`src/rtl/i2c_bus_arbiter_pkg.sv`:
```
// Shared constants, FSM state type and helpers for the I2C bus arbiter.
package i2c_bus_arbiter_pkg;

    localparam int unsigned I2C_ADDR_W = 7;
    localparam int unsigned I2C_DATA_W = 8;

    typedef enum logic [2:0] {
        IDLE,
        START,
        XFER,
        LOAD,
        STOP,
        DONE
    } arb_state_t;

    // A requested length of zero still moves one byte.
    function automatic int unsigned eff_len(input int unsigned len);
        return (len == 0) ? 1 : len;
    endfunction

endpackage

```
`src/rtl/i2c_bus_arbiter_if.sv`:
```
// Requester-side and i2c_master-side signals of the arbiter.
// The master modport is the arbiter's view; slave is the surrounding logic.
interface i2c_bus_arbiter_if #(
    parameter int unsigned NUM_REQ = 4,
    parameter int unsigned LEN_W   = 4
) ();
    import i2c_bus_arbiter_pkg::*;

    logic [NUM_REQ-1:0]            req_valid;
    logic [NUM_REQ-1:0]            req_rw;
    logic [NUM_REQ*I2C_ADDR_W-1:0] req_addr;
    logic [NUM_REQ*LEN_W-1:0]      req_len;
    logic [NUM_REQ*I2C_DATA_W-1:0] req_wdata;
    logic [NUM_REQ-1:0]            gnt;
    logic [NUM_REQ-1:0]            wdata_pop;
    logic [NUM_REQ-1:0]            xfer_done;
    logic [NUM_REQ-1:0]            xfer_nack;

    logic                          m_start;
    logic                          m_stop;
    logic                          m_rw;
    logic [I2C_ADDR_W-1:0]         m_addr;
    logic [I2C_DATA_W-1:0]         m_wdata;
    logic                          m_idle;
    logic                          m_byte_done;
    logic                          m_nack;

    modport master (
        input  req_valid, req_rw, req_addr, req_len, req_wdata,
        input  m_idle, m_byte_done, m_nack,
        output gnt, wdata_pop, xfer_done, xfer_nack,
        output m_start, m_stop, m_rw, m_addr, m_wdata
    );

    modport slave (
        output req_valid, req_rw, req_addr, req_len, req_wdata,
        output m_idle, m_byte_done, m_nack,
        input  gnt, wdata_pop, xfer_done, xfer_nack,
        input  m_start, m_stop, m_rw, m_addr, m_wdata
    );

endinterface

```
`src/rtl/i2c_bus_arbiter_rr_arbiter.sv`:
```
// Combinational round-robin pick: the first requester after ptr (wrapping) wins.
module rr_arbiter #(
    parameter int unsigned N     = 4,
    parameter int unsigned IDX_W = $clog2(N)
) (
    input  logic [N-1:0]     req,
    input  logic [IDX_W-1:0] ptr,
    output logic [N-1:0]     gnt,
    output logic [IDX_W-1:0] idx
);

    // Scan N positions starting just past the last winner.
    always_comb begin
        logic found;
        int unsigned j;
        gnt   = '0;
        idx   = '0;
        found = 1'b0;
        j     = 0;
        for (int unsigned i = 1; i <= N; i++) begin
            j = (32'(ptr) + i) % N;
            if (!found && req[j]) begin
                found  = 1'b1;
                gnt[j] = 1'b1;
                idx    = IDX_W'(j);
            end
        end
    end

endmodule

```
`src/rtl/i2c_bus_arbiter.sv`:
```
// Round-robin sharing of one i2c_master between NUM_REQ requesters, with
// per-transaction sequencing, byte counting and NACK/timeout reporting.
module i2c_bus_arbiter
    import i2c_bus_arbiter_pkg::*;
#(
    parameter int unsigned NUM_REQ = 4,
    parameter int unsigned LEN_W   = 4,
    parameter int unsigned TIMEOUT = 1024
) (
    input logic             clk,
    input logic             reset,
    i2c_bus_arbiter_if.master bus
);

    localparam int unsigned IDX_W = $clog2(NUM_REQ);
    localparam int unsigned TMO_W = $clog2(TIMEOUT);

    arb_state_t            state;
    logic [IDX_W-1:0]      idx;
    logic [IDX_W-1:0]      ptr;
    logic [LEN_W-1:0]      remaining;
    logic [TMO_W-1:0]      tmo;
    logic                  nack_flag;

    logic [NUM_REQ-1:0]    gnt_q;
    logic [NUM_REQ-1:0]    pop_q;
    logic [NUM_REQ-1:0]    done_q;
    logic [NUM_REQ-1:0]    nack_q;
    logic                  start_q;
    logic                  stop_q;
    logic                  rw_q;
    logic [I2C_ADDR_W-1:0] addr_q;
    logic [I2C_DATA_W-1:0] wdata_q;

    logic [NUM_REQ-1:0]    win_gnt;
    logic [IDX_W-1:0]      win_idx;
    logic [LEN_W-1:0]      win_len;
    logic [I2C_ADDR_W-1:0] win_addr;
    logic [I2C_DATA_W-1:0] win_wdata;
    logic [I2C_DATA_W-1:0] cur_wdata;

    rr_arbiter #(
        .N     (NUM_REQ),
        .IDX_W (IDX_W)
    ) u_rr_arbiter (
        .req (bus.req_valid),
        .ptr (ptr),
        .gnt (win_gnt),
        .idx (win_idx)
    );

    assign win_len   = bus.req_len[32'(win_idx)*LEN_W +: LEN_W];
    assign win_addr  = bus.req_addr[32'(win_idx)*I2C_ADDR_W +: I2C_ADDR_W];
    assign win_wdata = bus.req_wdata[32'(win_idx)*I2C_DATA_W +: I2C_DATA_W];
    assign cur_wdata = bus.req_wdata[32'(idx)*I2C_DATA_W +: I2C_DATA_W];

    // Transaction sequencer; every output is a register updated here.
    always_ff @(posedge clk or posedge reset) begin
        if (reset) begin
            state     <= IDLE;
            idx       <= '0;
            ptr       <= IDX_W'(NUM_REQ - 1);
            remaining <= '0;
            tmo       <= '0;
            nack_flag <= 1'b0;
            gnt_q     <= '0;
            pop_q     <= '0;
            done_q    <= '0;
            nack_q    <= '0;
            start_q   <= 1'b0;
            stop_q    <= 1'b0;
            rw_q      <= 1'b0;
            addr_q    <= '0;
            wdata_q   <= '0;
        end else begin
            start_q <= 1'b0;
            pop_q   <= '0;
            done_q  <= '0;
            nack_q  <= '0;
            unique case (state)
                IDLE: begin
                    if (bus.m_idle && |bus.req_valid) begin
                        idx       <= win_idx;
                        gnt_q     <= win_gnt;
                        rw_q      <= bus.req_rw[win_idx];
                        addr_q    <= win_addr;
                        remaining <= LEN_W'(eff_len(32'(win_len)));
                        wdata_q   <= win_wdata;
                        state     <= START;
                    end
                end
                START: begin
                    start_q <= 1'b1;
                    stop_q  <= (remaining == LEN_W'(1));
                    tmo     <= '0;
                    state   <= XFER;
                end
                XFER: begin
                    // A byte completion in the same cycle as expiry wins over the timeout.
                    if (bus.m_byte_done) begin
                        if (bus.m_nack) begin
                            nack_flag <= 1'b1;
                            stop_q    <= 1'b1;
                            state     <= STOP;
                        end else if (remaining == LEN_W'(1)) begin
                            stop_q <= 1'b1;
                            state  <= STOP;
                        end else begin
                            remaining <= remaining - 1'b1;
                            stop_q    <= (remaining == LEN_W'(2));
                            pop_q     <= rw_q ? '0 : gnt_q;
                            tmo       <= '0;
                            state     <= LOAD;
                        end
                    end else if (tmo == TMO_W'(TIMEOUT - 1)) begin
                        nack_flag <= 1'b1;
                        stop_q    <= 1'b1;
                        state     <= STOP;
                    end else begin
                        tmo <= tmo + 1'b1;
                    end
                end
                LOAD: begin
                    // Requester presented the next byte while wdata_pop was high.
                    wdata_q <= cur_wdata;
                    state   <= XFER;
                end
                STOP: begin
                    // Done/nack pulse during DONE gives the requester a cycle to drop
                    // req_valid before the next arbitration.
                    if (bus.m_idle) begin
                        stop_q    <= 1'b0;
                        done_q    <= gnt_q;
                        nack_q    <= nack_flag ? gnt_q : '0;
                        gnt_q     <= '0;
                        ptr       <= idx;
                        nack_flag <= 1'b0;
                        state     <= DONE;
                    end
                end
                DONE: begin
                    state <= IDLE;
                end
                default: begin
                    state <= IDLE;
                end
            endcase
        end
    end

    assign bus.gnt       = gnt_q;
    assign bus.wdata_pop = pop_q;
    assign bus.xfer_done = done_q;
    assign bus.xfer_nack = nack_q;
    assign bus.m_start   = start_q;
    assign bus.m_stop    = stop_q;
    assign bus.m_rw      = rw_q;
    assign bus.m_addr    = addr_q;
    assign bus.m_wdata   = wdata_q;

endmodule

```
`src/flat_wrapper.sv`:
```
// flat-port wrapper written by rule: the top's interface ports become plain ports
module i2c_bus_arbiter_flat import i2c_bus_arbiter_pkg::*;
#(
    parameter int unsigned NUM_REQ = 4,
    parameter int unsigned LEN_W   = 4,
    parameter int unsigned TIMEOUT = 1024
)
  (clk, reset, bus_req_valid, bus_req_rw, bus_req_addr, bus_req_len, bus_req_wdata, bus_m_idle, bus_m_byte_done, bus_m_nack, bus_gnt, bus_wdata_pop, bus_xfer_done, bus_xfer_nack, bus_m_start, bus_m_stop, bus_m_rw, bus_m_addr, bus_m_wdata);
  i2c_bus_arbiter_if #(.NUM_REQ(NUM_REQ), .LEN_W(LEN_W)) bus_i ();
  input logic clk;
  input logic reset;
  input wire logic [$bits(bus_i.req_valid)-1:0] bus_req_valid;
  input wire logic [$bits(bus_i.req_rw)-1:0] bus_req_rw;
  input wire logic [$bits(bus_i.req_addr)-1:0] bus_req_addr;
  input wire logic [$bits(bus_i.req_len)-1:0] bus_req_len;
  input wire logic [$bits(bus_i.req_wdata)-1:0] bus_req_wdata;
  input wire logic [$bits(bus_i.m_idle)-1:0] bus_m_idle;
  input wire logic [$bits(bus_i.m_byte_done)-1:0] bus_m_byte_done;
  input wire logic [$bits(bus_i.m_nack)-1:0] bus_m_nack;
  output wire logic [$bits(bus_i.gnt)-1:0] bus_gnt;
  output wire logic [$bits(bus_i.wdata_pop)-1:0] bus_wdata_pop;
  output wire logic [$bits(bus_i.xfer_done)-1:0] bus_xfer_done;
  output wire logic [$bits(bus_i.xfer_nack)-1:0] bus_xfer_nack;
  output wire logic [$bits(bus_i.m_start)-1:0] bus_m_start;
  output wire logic [$bits(bus_i.m_stop)-1:0] bus_m_stop;
  output wire logic [$bits(bus_i.m_rw)-1:0] bus_m_rw;
  output wire logic [$bits(bus_i.m_addr)-1:0] bus_m_addr;
  output wire logic [$bits(bus_i.m_wdata)-1:0] bus_m_wdata;
  assign bus_i.req_valid = bus_req_valid;
  assign bus_i.req_rw = bus_req_rw;
  assign bus_i.req_addr = bus_req_addr;
  assign bus_i.req_len = bus_req_len;
  assign bus_i.req_wdata = bus_req_wdata;
  assign bus_i.m_idle = bus_m_idle;
  assign bus_i.m_byte_done = bus_m_byte_done;
  assign bus_i.m_nack = bus_m_nack;
  assign bus_gnt = bus_i.gnt;
  assign bus_wdata_pop = bus_i.wdata_pop;
  assign bus_xfer_done = bus_i.xfer_done;
  assign bus_xfer_nack = bus_i.xfer_nack;
  assign bus_m_start = bus_i.m_start;
  assign bus_m_stop = bus_i.m_stop;
  assign bus_m_rw = bus_i.m_rw;
  assign bus_m_addr = bus_i.m_addr;
  assign bus_m_wdata = bus_i.m_wdata;
  i2c_bus_arbiter #(.NUM_REQ(NUM_REQ), .LEN_W(LEN_W), .TIMEOUT(TIMEOUT)) u_core (.clk(clk), .reset(reset), .bus(bus_i));
endmodule
```
`config.mk`:
```
export PLATFORM = sky130hd
export DESIGN_NAME = i2c_bus_arbiter_flat
export DESIGN_NICKNAME = d
export VERILOG_FILES = /design/src/rtl/i2c_bus_arbiter_pkg.sv /design/src/rtl/i2c_bus_arbiter_if.sv /design/src/rtl/i2c_bus_arbiter_rr_arbiter.sv /design/src/rtl/i2c_bus_arbiter.sv /design/src/flat_wrapper.sv
export SDC_FILE = /design/constraint.sdc
export NUM_CORES = 1
export LEC_CHECK = 0
export ABC_AREA = 1
export CAP_MARGIN = 15
export CORE_UTILIZATION = 50
export CTS_CLUSTER_SIZE = 25
export DETAILED_ROUTE_END_ITERATION = 10
export GPL_TIMING_DRIVEN = 0
export PLACE_DENSITY = 0.83
export SYNTH_ARGS = -nofsm -noshare
export SYNTH_HDL_FRONTEND = slang
export SYNTH_SLANG_ARGS = --single-unit
```
`constraint.sdc`:
```
create_clock -name clk -period 3.7 [get_ports clk]
set_input_delay 0.74 -clock clk [delete_from_list [all_inputs] [get_ports clk]]
set_output_delay 0.74 -clock clk [all_outputs]
set_load 0.02 [all_outputs]
```
==> flow_metrics.tcl, run 1 <==
set metrics [dict create \
    status "finished clean" \
    place_area_um2 5050 \
    die_y_um 87.9 \
    netlist_area_um2 3690 \
    n_antenna_cell 0 \
    rsz0062_at_grt "no" \
    grt_pass1_wl_um 15900 \
    layout.cells.non_filler 715 \
    yosys.area.top_type_share_pct 36.6 \
    boundaryPins 123 \
    crit_arrival_ps 3110 \
    seq_area_um2 1400 \
    rows 30 \
    insertion_delay_ps 320 \
    maxCapViolations 0 \
    synth_seq_cells 56 \
    syn2layout_area_growth_pct 39.9 \
    ant_nets 0 \
    powerDensity_nw_per_um2 977 \
    cp-start-kind "flop" \
    io_buffers 122 \
    synthTopCellsByArea "dfrtp_1 37%, nand3_1 13%, nand2_1 13%, inv_1 4.4%, ha_1 4.1%" \
    cts_buffers 5 \
    gp_congestion 0.915 \
    max-slew-margin-rel_pct 60.1 \
    hpwl_um 7560 \
    power.switching_mw 2.64 \
    final_layout_size_suffix_gt1_share_pct 9.69 \
    syn_nets 589 \
    avgRoutedWirePerCell_um 13.4 \
    post_synth_num_cell_types 49 \
    synth-warning-count 0 \
    placed_cells 707 \
    setup_viol 0 \
    hp-class "reg2reg" \
    synth.area.mux_share_pct 0 \
    synth_top_family_by_area "simple AND/OR/NAND/NOR gates" \
    synth_edf_count 0 \
    yosys.area.top_type "dfrtp_1" \
    vias 3799 \
    coreArea_um2 6940 \
    grt_max_degree 30 \
    critPathCaptureType "flop" \
    critPathKind "reg2reg" \
    leakage_nw 2.38 \
    yosysMostFrequentCell "nand2_1" \
    ys_seq_area_share_pct 38.0 \
    grt-ovfl-total 0 \
    syn_avg_cell_area_um2 7.56 \
    finalClockSkew_ps 7.99 \
    netlist_top_cells_count "127 x nand2_1, 97 x nand3_1, 54 x dfrtp_1" \
    ctsHoldBuffers 0 \
    worst-path-max-fanout 9 \
    critPathRequiredTime_ps 3960 \
    p_seq_share_pct 19.0 \
    cts.sinks 56 \
    synthSimpleGateAreaFrac_pct 40.0 \
    reg2reg_depth 16 \
    cts.reportedPaths.clkPinSlew_ps 100 \
    cts_max_path_buffers 2 \
    hold_viol 0 \
    grt_pass1_vias 3622 \
    drt_first_pass_iters 5 \
    worst_pin_slew_ps 598 \
    p_comb_share_pct 73.0 \
    synth-main-ff-cell "dfrtp_1" \
    pwr-share-clk_pct 8.0 \
    synthAdderAreaFrac_pct 4.07 \
    synthXorXnorAreaFrac_pct 0.712 \
    nNetsFinal 719 \
    syn_inst 488 \
    slew_viol_final 0 \
    grtUsageTotal_pct 26.3 \
    period_share_pct 76.9 \
    cts_tree "built" \
    switching_share_pct 52.3 \
    drtIter0Drc 189 \
    multi_input_area_um2 1980 \
    fillers 535 \
    final_area_um2 5160 \
    p_total_mw 5.04 \
    peakVddDrop_mv 0.495 \
    final_util_pct 74.3 \
    avgViaCountPerCell 5.31 \
    r2r_slack_ps 850 \
    cts-root-buf "clkbuf_8" \
    fmax_mhz 351 \
    period_needed_ps 2850 \
    dieArea_um2 7730 \
    cts.repair.resized 0 \
    die_w_um 87.9 \
    post-cts-setup-buffers 0 \
    htreeDepth 2 \
    synth_compound_area_share_pct 8.99 \
    routed_wl_um 9590 \
    intPower_mw 2.40 \
    async_flop_share_pct 100 \
    start_util_pct 53.1 \
    fin_tns_setup_ps 0 \
    drc 0 \
    antenna_found_initial 0 \
    holdPathStages 2 \
]
[layout make-up]
class                      count  area share (%)
buffer                        12            1.79
clock buffer                   6            1.41
clock inverter                 2           0.751
inverter                      51            4.05
multi-input combinational    369            38.4
sequential                    56            27.2
tap                           96            2.33
timing repair buffer         123            24.0
[critical path, stage by stage, from the launching register on]
cell	delay (ps)
dfstp_2	630
inv_1	180
ha_1	410
inv_1	80
nand3_2	100
nand2_4	110
inv_1	120
nand3_1	100
nand2_1	70
nand2_1	90
nand2_1	90
nand2_2	120
o21ai_4	290
inv_2	150
nand3_1	100
nand3_1	80
nand2_1	70
[sequential cells by signal, indices dropped and copies added (netlist names)]
signal,count
u_core.bus.gnt,4
u_core.state,3
u_core.nack_flag,1
u_core.idx,2
u_core.bus.xfer_done,4
u_core.bus.m_start,1
u_core.bus.xfer_nack,4
u_core.remaining,4
u_core.bus.m_stop,1
u_core.tmo,10
u_core.bus.m_wdata,8
u_core.ptr,2
u_core.bus.m_addr,7
u_core.bus.wdata_pop,4
u_core.bus.m_rw,1
[worst paths after layout]
| check | start | end |
|---|---|---|
| setup / recovery | u_core.ptr[1] | u_core.bus.m_wdata[4] |
| hold / removal | u_core.bus.m_addr[1] | u_core.bus.m_addr[1] |
| setup reg to reg | u_core.ptr[1] | u_core.bus.m_wdata[4] |
| hold reg to reg | u_core.bus.m_addr[1] | u_core.bus.m_addr[1] |
| max in group asynchronous | reset | u_core.ptr[1] |
| min in group asynchronous | reset | u_core.bus.m_wdata[7] |
[power groups by stage]
stage	combinational (mW)	sequential, mW	clock (mW)
final	3.68	0.956	0.403
after detailed placement	3.65	0.965	0
after global routing	4.08	0.979	0.431
after floorplan	2.60	1.07	0
after global placement	3.55	0.956	0
after CTS	3.68	0.955	0.407
[kinds of logic after synthesis]
| kind of cell | after synthesis |
|---|---|
| and+or+nand+nor | 299 |
| buffers and inverters | 63 |
| DFF | 56 |
| AOI/OAI and AO/OA | 55 |
| adders and majority gates | 12 |
| xor gates and xnor gates | 3 |
[placed cells by master (no fill, tap or decap), types with 3 or more instances in the layout]
cell             count
nand2_4              3
nand2_2             16
o21ai_0             24
clkdlybuf4s50_1    122
buf_4                4
inv_1               42
nor3_1               9
nand3b_1             3
nand3_1             97
nand3_2              4
clkbuf_1             5
nand2_8              3
nor2_1              27
a21oi_1             12
clkbuf_8             5
dfrtp_1             54
ha_1                12
inv_2                3
o22ai_1              4
nand2_1            127
[per-layer routing]
layer	up-vias	routed length, um	global-route usage (%)	part of all wire (%)
met5	-	0	0	0
met4	0	140	6.41	1.5
met3	18	701	6.69	7.3
met2	152	4930	47.7	51
met1	1756	3820	30.8	40
li1	1873	-	-	-
[per-stage QoR]
step	setup slack (ps)	hold slack, ps
3_3_place_gp	633	459
4_1_cts	865	485
3_5_place_dp	775	465
5_1_grt	648	514
6_report	853	487
2_1_floorplan	1220	436
(Power assumes the default switching activity.)
==> run 2, diff against run 1 <==
- CORE_UTILIZATION: 50 -> 47
- PLACE_DENSITY: 0.83 -> 0.79
- clock period: 3.7 -> 3 ns (I/O delays scaled with it)
==> run 2 against run 1 <==
Critical path depth unchanged. Clock skew up 3.9 ps. Worst setup slack got worse by 590 ps. Via count down 0.55%. Cell count increased by 0.84%. Largest cell class unchanged. Highest routed layer unchanged.
==> flow_metrics.tcl, run 2 (synthesis results as in run 1) <==
set metrics [dict create \
    ctsHoldBuffers 0 \
    rows 31 \
    drtIter0Drc 164 \
    hp-class "reg2reg" \
    avgViaCountPerCell 5.24 \
    vias 3778 \
    layout.cells.non_filler 721 \
    place_area_um2 5050 \
    coreArea_um2 7410 \
    hold_viol 0 \
    cts_buffers 5 \
    htreeDepth 2 \
    n_antenna_cell 0 \
    powerDensity_nw_per_um2 1210 \
    status "finished clean" \
    critPathRequiredTime_ps 3260 \
    peakVddDrop_mv 0.755 \
    gp_congestion 0.883 \
    final_layout_size_suffix_gt1_share_pct 10.6 \
    die_y_um 90.6 \
    setup_viol 0 \
    die_w_um 90.6 \
    critPathCaptureType "flop" \
    rsz0062_at_grt "no" \
    cts.reportedPaths.clkPinSlew_ps 100 \
    fmax_mhz 365 \
    routed_wl_um 9510 \
    grtUsageTotal_pct 24.3 \
    grt_max_degree 30 \
    placed_cells 710 \
    largest_register "u_core.tmo" \
    largest_register_ffs 10 \
    drc 0 \
    ant_nets 0 \
    syn2layout_area_growth_pct 41.1 \
    fin_tns_setup_ps 0 \
    grt_pass1_wl_um 16200 \
    critPathKind "reg2reg" \
    cts-root-buf "clkbuf_8" \
    final_common_cell "nand2_1" \
    boundaryPins 123 \
    cp-start-kind "flop" \
    crit_arrival_ps 3000 \
    grt_util_met3_pct 5.98 \
    io_buffers 122 \
    worst_pin_slew_ps 658 \
    avgRoutedWirePerCell_um 13.2 \
    maxCapViolations 0 \
    slew_viol_final 0 \
    grt-ovfl-total 0 \
    final_area_um2 5210 \
    top_usage_layer "met2" \
    drt_first_pass_iters 4 \
    hpwl_um 7440 \
    dieArea_um2 8210 \
    cts.sinks 56 \
    period_needed_ps 2740 \
    finalClockSkew_ps 11.9 \
    grt_use_met2_pct 42.0 \
    cts_tree "built" \
    cts_max_path_buffers 2 \
    final_cell_mix "127 x nand2_1, 122 x clkdlybuf4s50_1, 97 x nand3_1" \
    insertion_delay_ps 310 \
    nNetsFinal 722 \
    period_share_pct 91.3 \
    leakage_nw 2.39 \
    start_util_pct 49.8 \
    grt_pass1_vias 3657 \
    globalRouteMet1Util_pct 28.5 \
    worst-path-max-fanout 8 \
    max-slew-margin-rel_pct 55.9 \
    antenna_found_initial 0 \
]
## run 2: routing by layer
layer	vias to the layer above	part of all wire, %
li1	1888	-
met1	1729	40
met2	139	50
met3	22	6.8
met4	0	2.4
met5	-	0
## run 2: cell type report
| type | count | area [um^2] |
|---|---|---|
| Clock buffer | 5 | 68.8 |
| Sequential cell | 56 | 1400 |
| Inverter | 51 | 213 |
| Clock inverter | 3 | 42.5 |
| Timing Repair Buffer | 125 | 1260 |
| Buffer | 12 | 92.6 |
| Fill cell | 589 | 2200 |
| Tap cell | 99 | 124 |
| Multi-Input combinational cell | 370 | 2010 |
## run 2: repair_timing
action | in CTS | in global routing
endpoints found under the setup margin | 0 | 10
gates resized for setup | 0 | 2
buffers inserted | 0 | 2
## run 2: report_power, final
group / internal (mW) / leakage, nW / total (mW) / switching, mW
clock: 0.247 / 0.0541 / 0.494 / 0.247
sequential: 1.00 / 0.727 / 1.18 / 0.177
combinational: 1.76 / 1.61 / 4.63 / 2.87
## run 2: worst max-delay path, stage by stage (launching register included)
cell and delay, ps:
dfstp_2 650, clkinvlp_4 170, ha_4 310, inv_1 60, nand3_2 100, nand2_4 110
inv_1 120, nand3_1 100, nand2_1 70, nand2_1 90, nand2_1 90, nand2_2 140
o21ai_4 280, inv_2 120, nand3_1 120, nand3_1 80, nand2_1 60
## run 2: worst paths after layout
path,startpoint,to,slack (ps),cells after the start
max,u_core.ptr[1],u_core.bus.m_wdata[2],260,16
min,u_core.state[1],u_core.bus.m_start,490,1
max reg2reg,u_core.ptr[1],u_core.bus.m_wdata[2],260,16
min reg2reg,u_core.state[1],u_core.bus.m_start,490,1
max in group asynchronous,reset,u_core.bus.xfer_done[1],1770,3
min in group asynchronous,reset,u_core.bus.m_wdata[3],660,2
## run 2: through the flow
step	total power [mW]	setup slack (ps)	util, %	hold slack (ps)
after floorplan	4.53	515	-	436
after global placement	5.58	70.9	68.0	460
after detailed placement	5.69	187	68.2	467
after CTS	6.21	149	69.7	493
after global routing	6.92	48.5	70.3	521
final	6.31	260	70.3	491
